--- config.mk ---
export PLATFORM = sky130hd
export DESIGN_NAME = adder
export DESIGN_NICKNAME = d
export VERILOG_FILES = /design/src/rtl/adder.sv
export SDC_FILE = /design/constraint.sdc
export NUM_CORES = 1
export LEC_CHECK = 0
export CORE_MARGIN = 4
export CORE_UTILIZATION = 25
export CTS_BUF_LIST = sky130_fd_sc_hd__clkbuf_2 sky130_fd_sc_hd__clkbuf_4 sky130_fd_sc_hd__clkbuf_8
export CTS_CLUSTER_SIZE = 24
export DETAILED_ROUTE_END_ITERATION = 12
export PLACE_DENSITY = 0.53
export SYNTH_ARGS = -nofsm -noshare
export SYNTH_HDL_FRONTEND = slang
export SYNTH_SLANG_ARGS = --single-unit
--- constraint.sdc ---
create_clock -name clk -period 0.9 [get_ports clk]
set_input_delay 0.09 -clock clk [delete_from_list [all_inputs] [get_ports clk]]
set_output_delay 0.09 -clock clk [all_outputs]
set_load 0.02 [all_outputs]
--- src/rtl/adder.sv ---
// 32-bit carry-lookahead adder with registered sum, carry-out and signed
// overflow. Eight 4-bit CLA groups feed a second-level lookahead across the
// groups. The result appears on the outputs one clock after the operands
// are sampled.
module adder (
  input  logic        clk,
  input  logic        rst_n,
  input  logic [31:0] input1,
  input  logic [31:0] input2,
  output logic [31:0] out,
  output logic        carry_out,
  output logic        overflow
);

  localparam int unsigned GROUP_W    = 4;
  localparam int unsigned NUM_GROUPS = 8;

  logic [31:0]           p;       // bit propagate
  logic [31:0]           g;       // bit generate
  logic [NUM_GROUPS-1:0] grp_p;   // group propagate
  logic [NUM_GROUPS-1:0] grp_g;   // group generate
  logic [NUM_GROUPS:0]   grp_c;   // carry into each group; grp_c[8] is c[32]
  logic [32:0]           c;       // carry into each bit

  logic [31:0] out_d, out_q;
  logic        carry_out_d, carry_out_q;
  logic        overflow_d, overflow_q;

  // Bit-level propagate and generate terms.
  always_comb begin
    p = input1 ^ input2;
    g = input1 & input2;
  end

  // Group-level propagate and generate for each 4-bit slice.
  always_comb begin
    grp_p = '0;
    grp_g = '0;
    for (int j = 0; j < NUM_GROUPS; j++) begin
      grp_p[j] = &p[GROUP_W*j +: GROUP_W];
      grp_g[j] = g[GROUP_W*j+3]
               | (p[GROUP_W*j+3] & g[GROUP_W*j+2])
               | (p[GROUP_W*j+3] & p[GROUP_W*j+2] & g[GROUP_W*j+1])
               | (p[GROUP_W*j+3] & p[GROUP_W*j+2] & p[GROUP_W*j+1] & g[GROUP_W*j]);
    end
  end

  // Second-level lookahead: each group carry is a flat sum of products of
  // lower group generates and intervening group propagates, so no carry
  // ripples from one group to the next. Carry into bit 0 is zero.
  always_comb begin
    logic acc;
    logic term;
    // NOTE: every variable written here gets a value on every path first, so
    // no latch is inferred.
    grp_c = '0;
    acc   = 1'b0;
    term  = 1'b0;
    for (int j = 1; j <= NUM_GROUPS; j++) begin
      acc = 1'b0;
      for (int k = 0; k < j; k++) begin
        term = grp_g[k];
        for (int m = k + 1; m < j; m++) begin
          term = term & grp_p[m];
        end
        acc = acc | term;
      end
      grp_c[j] = acc;
    end
  end

  // Bit carries inside each group, looked ahead from the group carry-in.
  always_comb begin
    logic acc;
    logic term;
    c    = '0;
    acc  = 1'b0;
    term = 1'b0;
    for (int j = 0; j < NUM_GROUPS; j++) begin
      c[GROUP_W*j] = grp_c[j];
      for (int i = 1; i < GROUP_W; i++) begin
        // Path from the group carry-in through all lower bits of the group.
        acc = grp_c[j];
        for (int m = 0; m < i; m++) begin
          acc = acc & p[GROUP_W*j+m];
        end
        // Paths from each generate inside the group.
        for (int k = 0; k < i; k++) begin
          term = g[GROUP_W*j+k];
          for (int m = k + 1; m < i; m++) begin
            term = term & p[GROUP_W*j+m];
          end
          acc = acc | term;
        end
        c[GROUP_W*j+i] = acc;
      end
    end
    c[32] = grp_c[NUM_GROUPS];
  end

  // Sum and flags for the output registers.
  always_comb begin
    out_d       = p ^ c[31:0];
    carry_out_d = c[32];
    overflow_d  = c[31] ^ c[32];
  end

  // Output registers load every cycle; reset clears them asynchronously.
  always_ff @(posedge clk or negedge rst_n) begin
    // NOTE: sequential state uses non-blocking assignments so every flop
    // samples pre-edge values regardless of statement order.
    if (!rst_n) begin
      out_q       <= '0;
      carry_out_q <= 1'b0;
      overflow_q  <= 1'b0;
    end else begin
      out_q       <= out_d;
      carry_out_q <= carry_out_d;
      overflow_q  <= overflow_d;
    end
  end

  assign out       = out_q;
  assign carry_out = carry_out_q;
  assign overflow  = overflow_q;

endmodule

; ---- Word level (Yosys, flattened, before mapping)
; Cells that the tools add are included.
; Widths: inputs -> output; s select.
[word_totals]
word_cells = 224
ff_bits = 34
out_inout_bits = 34
[op_classes]
n_reduce_logical = 7
bitwise = 214
[ops]
columns = cell, n
row1 = $and 1x1->1, 113
row2 = $or 1x1->1, 97
row3 = $xor 32x32->32, 2
row4 = $and 32x32->32, 1
row5 = $reduce_and 4->1, 7
row6 = $xor 1x1->1, 1

; ---- Longest topological paths before layout
[logic_depth]
ltp_word = 24
ltp_mapped = 12
mapped_depth_nobuf = 12

; ---- Worst setup path before layout
; OpenSTA, ideal clock, no wires.
[synth_timing]
path_kind = input to register
startpoint = in input1[9]
endpoint = reg out_q[27], in the netlist out[27]
path_stages = 12
n_path_buf = 0
setup_ns = 0.080
arrival_time_ns = 2.206
setup_slack_ns = -1.386
t_required_ns = 0.820
path_cell_list = ha_1 a21oi_1 o21ai_1 a221oi_2 nand2_1 a21o_1 a21o_1 ha_1 o21a_1 o21a_1 nor2_1 xnor2_1
[synth_between]
elab_chain_cells = 18
[synth_rtl]
columns = item, line
row1 = from (decl), 8  ; input logic [31:0] input1,
row2 = $xor 32x32->32 / $and 32x32->32 (equally long branches), "31, 32"
row3 = "$reduce_and 4->1, or another cell as far along", 40  ; grp_p[j] = &p[GROUP_W*j +: GROUP_W];
row4 = "$and 1x1->1, or another cell as far along", 64  ; term = term & grp_p[m];
row5 = $and 1x1->1 / $or 1x1->1 (equally long branches), "64, 44"
row6 = $and 1x1->1 (2 in a row), 64
row7 = $or 1x1->1 / $and 1x1->1 (equally long branches), "66, 64"
row8 = $or 1x1->1 (*) (4 in a row), 66  ; acc = acc | term;
row9 = $and 1x1->1 (*) (3 in a row), 85  ; acc = acc & p[GROUP_W*j+m];
row10 = $or 1x1->1 (*) (3 in a row), 93  ; acc = acc | term;
row11 = $xor 32x32->32 (*), 103  ; out_d = p ^ c[31:0];
row12 = net out_d[27], 25  ; logic [31:0] out_d, out_q;
row13 = to (signal assigned), 117  ; out_q <= out_d;
row14 = to (decl), 25
; The timed path passes the listed nets; every way through them passes the cells marked *.

; ---- Worst setup path after layout
[layout_timing]
startpoint = in input2[9]
endpoint = reg out_q[31], in the netlist out[31]
[layout_between]
elab_chain_cells = 20
[layout_rtl]
columns = item, line
row1 = from (decl), 9  ; input logic [31:0] input2,
row2 = $xor 32x32->32 / $and 32x32->32 (equally long branches), "31, 32"
row3 = "$reduce_and 4->1, or another cell as far along", 40
row4 = "$and 1x1->1, or another cell as far along", 64
row5 = $and 1x1->1 / $or 1x1->1 (equally long branches), "64, 44"
row6 = $and 1x1->1 (3 in a row), 64
row7 = $or 1x1->1 / $and 1x1->1 (equally long branches), "66, 64"
row8 = $or 1x1->1 (*) (5 in a row), 66
row9 = $and 1x1->1 (*) (3 in a row), 85
row10 = $or 1x1->1 (*) (3 in a row), 93
row11 = $xor 32x32->32 (*), 103
row12 = net out_d[31], 25
; Marked as above.

==> key figures <==
Yosys
  • Synth Area in Simple Gates: 8.36%
  • Xor and xnor fraction of the mapped netlist area: under 10%
  • Synth cell types: 24
  • Combinational family with the most area after synthesis: adder cells
  • Yosys reg bits: 34
  • Synth warn: 0
  • Fraction of the mapped netlist area in adder cells: about 30%
  • Post-Syn Instances: between 150 and 200
  • Cells taking the most area after synthesis: dfrtp_1 (38%), ha_1 (23%), fa_1 (7.2%)
  • Post-synthesis mux area share: 0%
  • Post-Synthesis Cell Area: 2210 um2
  • Syn nets: between 300 and 400
  • Post-synth top area share: 38.4%
  • Mapped Avg Cell Area: 11.4 um2
  • Synth area leader: dfrtp_1
  • Seq/Total Area, Yosys: approximately two fifths
  • Post-synthesis compound-gate area fraction: between 10% and 20%

Outcome
  • Status: finished, violations left
  • Failing checks: setup timing

Global routing
  • Met1 Resource Use GR: approximately 14%
  • Vias in the first global route: about 2200
  • Largest net degree at the start of global routing: 35
  • Global-route wire length before repair: about 10000 um
  • GR Layer Usage met2: approximately 22%
  • Busiest layer in global routing: met2
  • Gr ovfl total: 0
  • Initial antenna violation count: 0
  • GRT Util Overall: 12.2%
  • GRT met3 Usage: roughly 3.3%

Place
  • Port bufs: a little under 100
  • GPL Wtd Cong: around 0.74
  • Detailed Place HPWL: roughly 4800 um
  • Placed Cells: 466
  • Setup WS pre-CTS: -1.90 ns

CTS
  • Clk slew on worst S/H paths: roughly 0.08 ns
  • Clock sinks: 34
  • Clk root buf: clkbuf_8
  • Clock Path Buffers: 2
  • H-Tree Depth: 2
  • Cts bufs inserted: 5
  • CTS tree: built

STA
  • Tightest Pin Transition: 0.329 ns
  • Setup_tns: -24.01 ns
  • Relative slew margins: 78.0%
  • Crit share post-route: 220%
  • Setup ws final: -1.08 ns
  • Final Max Tran Viols: 0
  • RSZ-0062 raised after global routing: yes
  • Fmax achieved: between 500 and 600 MHz
  • Fin. Hold Viols: 0
  • Crit path time final: 1.98 ns
  • Finish-stage setup viols: 32

Die
  • Ports: 100
  • Die Ht: ~100 um
  • Core area: a little under 9000 um2
  • Die W: 102 um
  • Initial Utilization: around a quarter
  • Row cnt: 34
  • Full die area: 10400 um2

Critical path
  • Critical path cell sequence: buf_6 -> ha_4 -> a21oi_2 -> o21ai_2 -> a221oi_4 -> buf_4 -> a21o_1 -> nand2_2 -> ha_4 -> o21a_1 -> o21a_1 -> nor2_2 -> xnor2_1
  • CP max-delay cell: a221oi_4
  • Crit path to: out[31]
  • Crit path largest cell delay: roughly 0.32 ns
  • Critical Path Fanout Max: 3
  • Crit path launch: input2[9]
  • Arr. time, crit path: roughly 2.2 ns
  • CP Launch Type: input pin
  • Critical Path RT: 1.10 ns
  • Crit Path Category: in -> reg
  • Critical Path End Type: flop

Power
  • LEAKAGE: ~2.1 nW
  • Peak VDD IR: a little over 0.6 mV
  • PwrDens: 1380 nW/um2

Routing
  • Drt pass-1 iters: 3
  • Vias per cell: ~4.3
  • Total number of vias: around 2100
  • Total Routed Length: between 6000 and 7000 um
  • DR DRC count: 0
  • DR iter-0 viols: 26
  • Routed wire per std cell: between 10 and 15 um
  • Number of antenna-violating nets in the routed design: 0

Worst hold path
  • HP Class: in -> reg
  • Hold_sp: input1[0]

Final layout
  • Area grow syn2layout: 109%
  • ANT cells: 0
  • Multi-input logic area: roughly 1900 um2
  • Fin util: a little over half
  • Layout cell share with drive strength beyond 1: between 60% and 70%
  • Filler Cell Count: roughly 800
  • Fin cells: between 400 and 500
  • Register area: roughly 850 um2
  • Final net count: about 500

Job
  • Max cap viols: 0
==> cell usage after synthesis, drive strengths merged <==
library cell  count
o2111ai           1
o21ai             6
nand3             1
nand2            12
a221oi            1
dfrtp            34
nor3              8
a21oi            16
fa                8
a21o              6
ha               40
o21bai            1
xnor2             9
nor2             19
a22oi             1
xor2              8
nand4             3
o2111a            1
inv               3
o21a             16
==> where the power goes <==
part           leakage (nW)  switching (mW)  total, mW  internal, mW
clock                0.0517           0.590       1.24         0.649
combinational          1.61            1.38       3.14          1.76
sequential            0.395           0.147       1.98          1.83
total                  2.06            2.12       6.36          4.24
==> logic make-up after synthesis <==
family | after synthesis
xor+xnor | 17
fa+ha+maj | 48
buf+inv | 3
compound gates | 49
simple gates | 43
flops | 34
==> per-layer routing <==
layer | share of wire [%] | vias up
met5 | 0 | -
met4 | 0.74 | 0
met3 | 8.0 | 2
met2 | 50 | 61
met1 | 41 | 987
li1 | - | 1056
==> area by class of cell <==
class                      instances  area share (%)
inverter                           3           0.244
tap                              108            2.93
clock inverter                     1           0.108
sequential                        34            18.4
timing repair buffer             178            34.3
clock buffer                       7            1.95
multi-input combinational        157            42.0
==> stage by stage <==
stage	power, mW	cell area (um2)	hold WS, ns
after global placement	4.72	4090	0.0696
after floorplan	3.19	2470	-0.206
after detailed placement	4.74	4090	0.0719
after CTS	6.24	4430	0.0305
after global routing	6.79	4620	0.0320
final	6.36	4620	0.0546
==> flip-flops by register name (all words and copies together) (netlist names) <==
register / flops
carry_out: 1
overflow: 1
out: 32
==> how the worst min path moves through the flow <==
stage	to	slack (ns)	depth (start not counted)
finish	out[0]	0.05	2
global route	out[0]	0.03	2
CTS	out[0]	0.03	2
detailed placement	out[20]	0.07	2
global placement	out[21]	0.07	2
floorplan	carry_out	-0.21	0
==> critical path, delay by kind of cell <==
| family | cells | cell delay, ns |
|---|---|---|
| simple gates | 2 | 0.24 |
| buf+inv | 2 | 0.25 |
| xor+xnor | 1 | 0.13 |
| compound gates | 6 | 1.07 |
| fa+ha+maj | 2 | 0.40 |
==> layout by cell type (no fill, tap or decap), drive strengths merged, types with 6 or more instances in the layout <==
cell and n:
a21o 6, a21oi 16, buf 141, clkbuf 7, clkdlybuf4s50 9, dfrtp 34
dlygate4sd2 21, fa 8, ha 40, nand2 12, nor2 19, nor3 8
o21a 16, o21ai 6, xnor2 9, xor2 8
==> timing repair <==
item / in CTS / in global routing
resized for setup: 393 / 45
setup buffers: 14 / 6
pin swaps: 76 / 30
setup endpoints to repair: 67 / 65
hold endpoints to repair: 34 / 0
hold buffers: 1 / 0
Note: power is estimated with default switching activity, not from simulation.
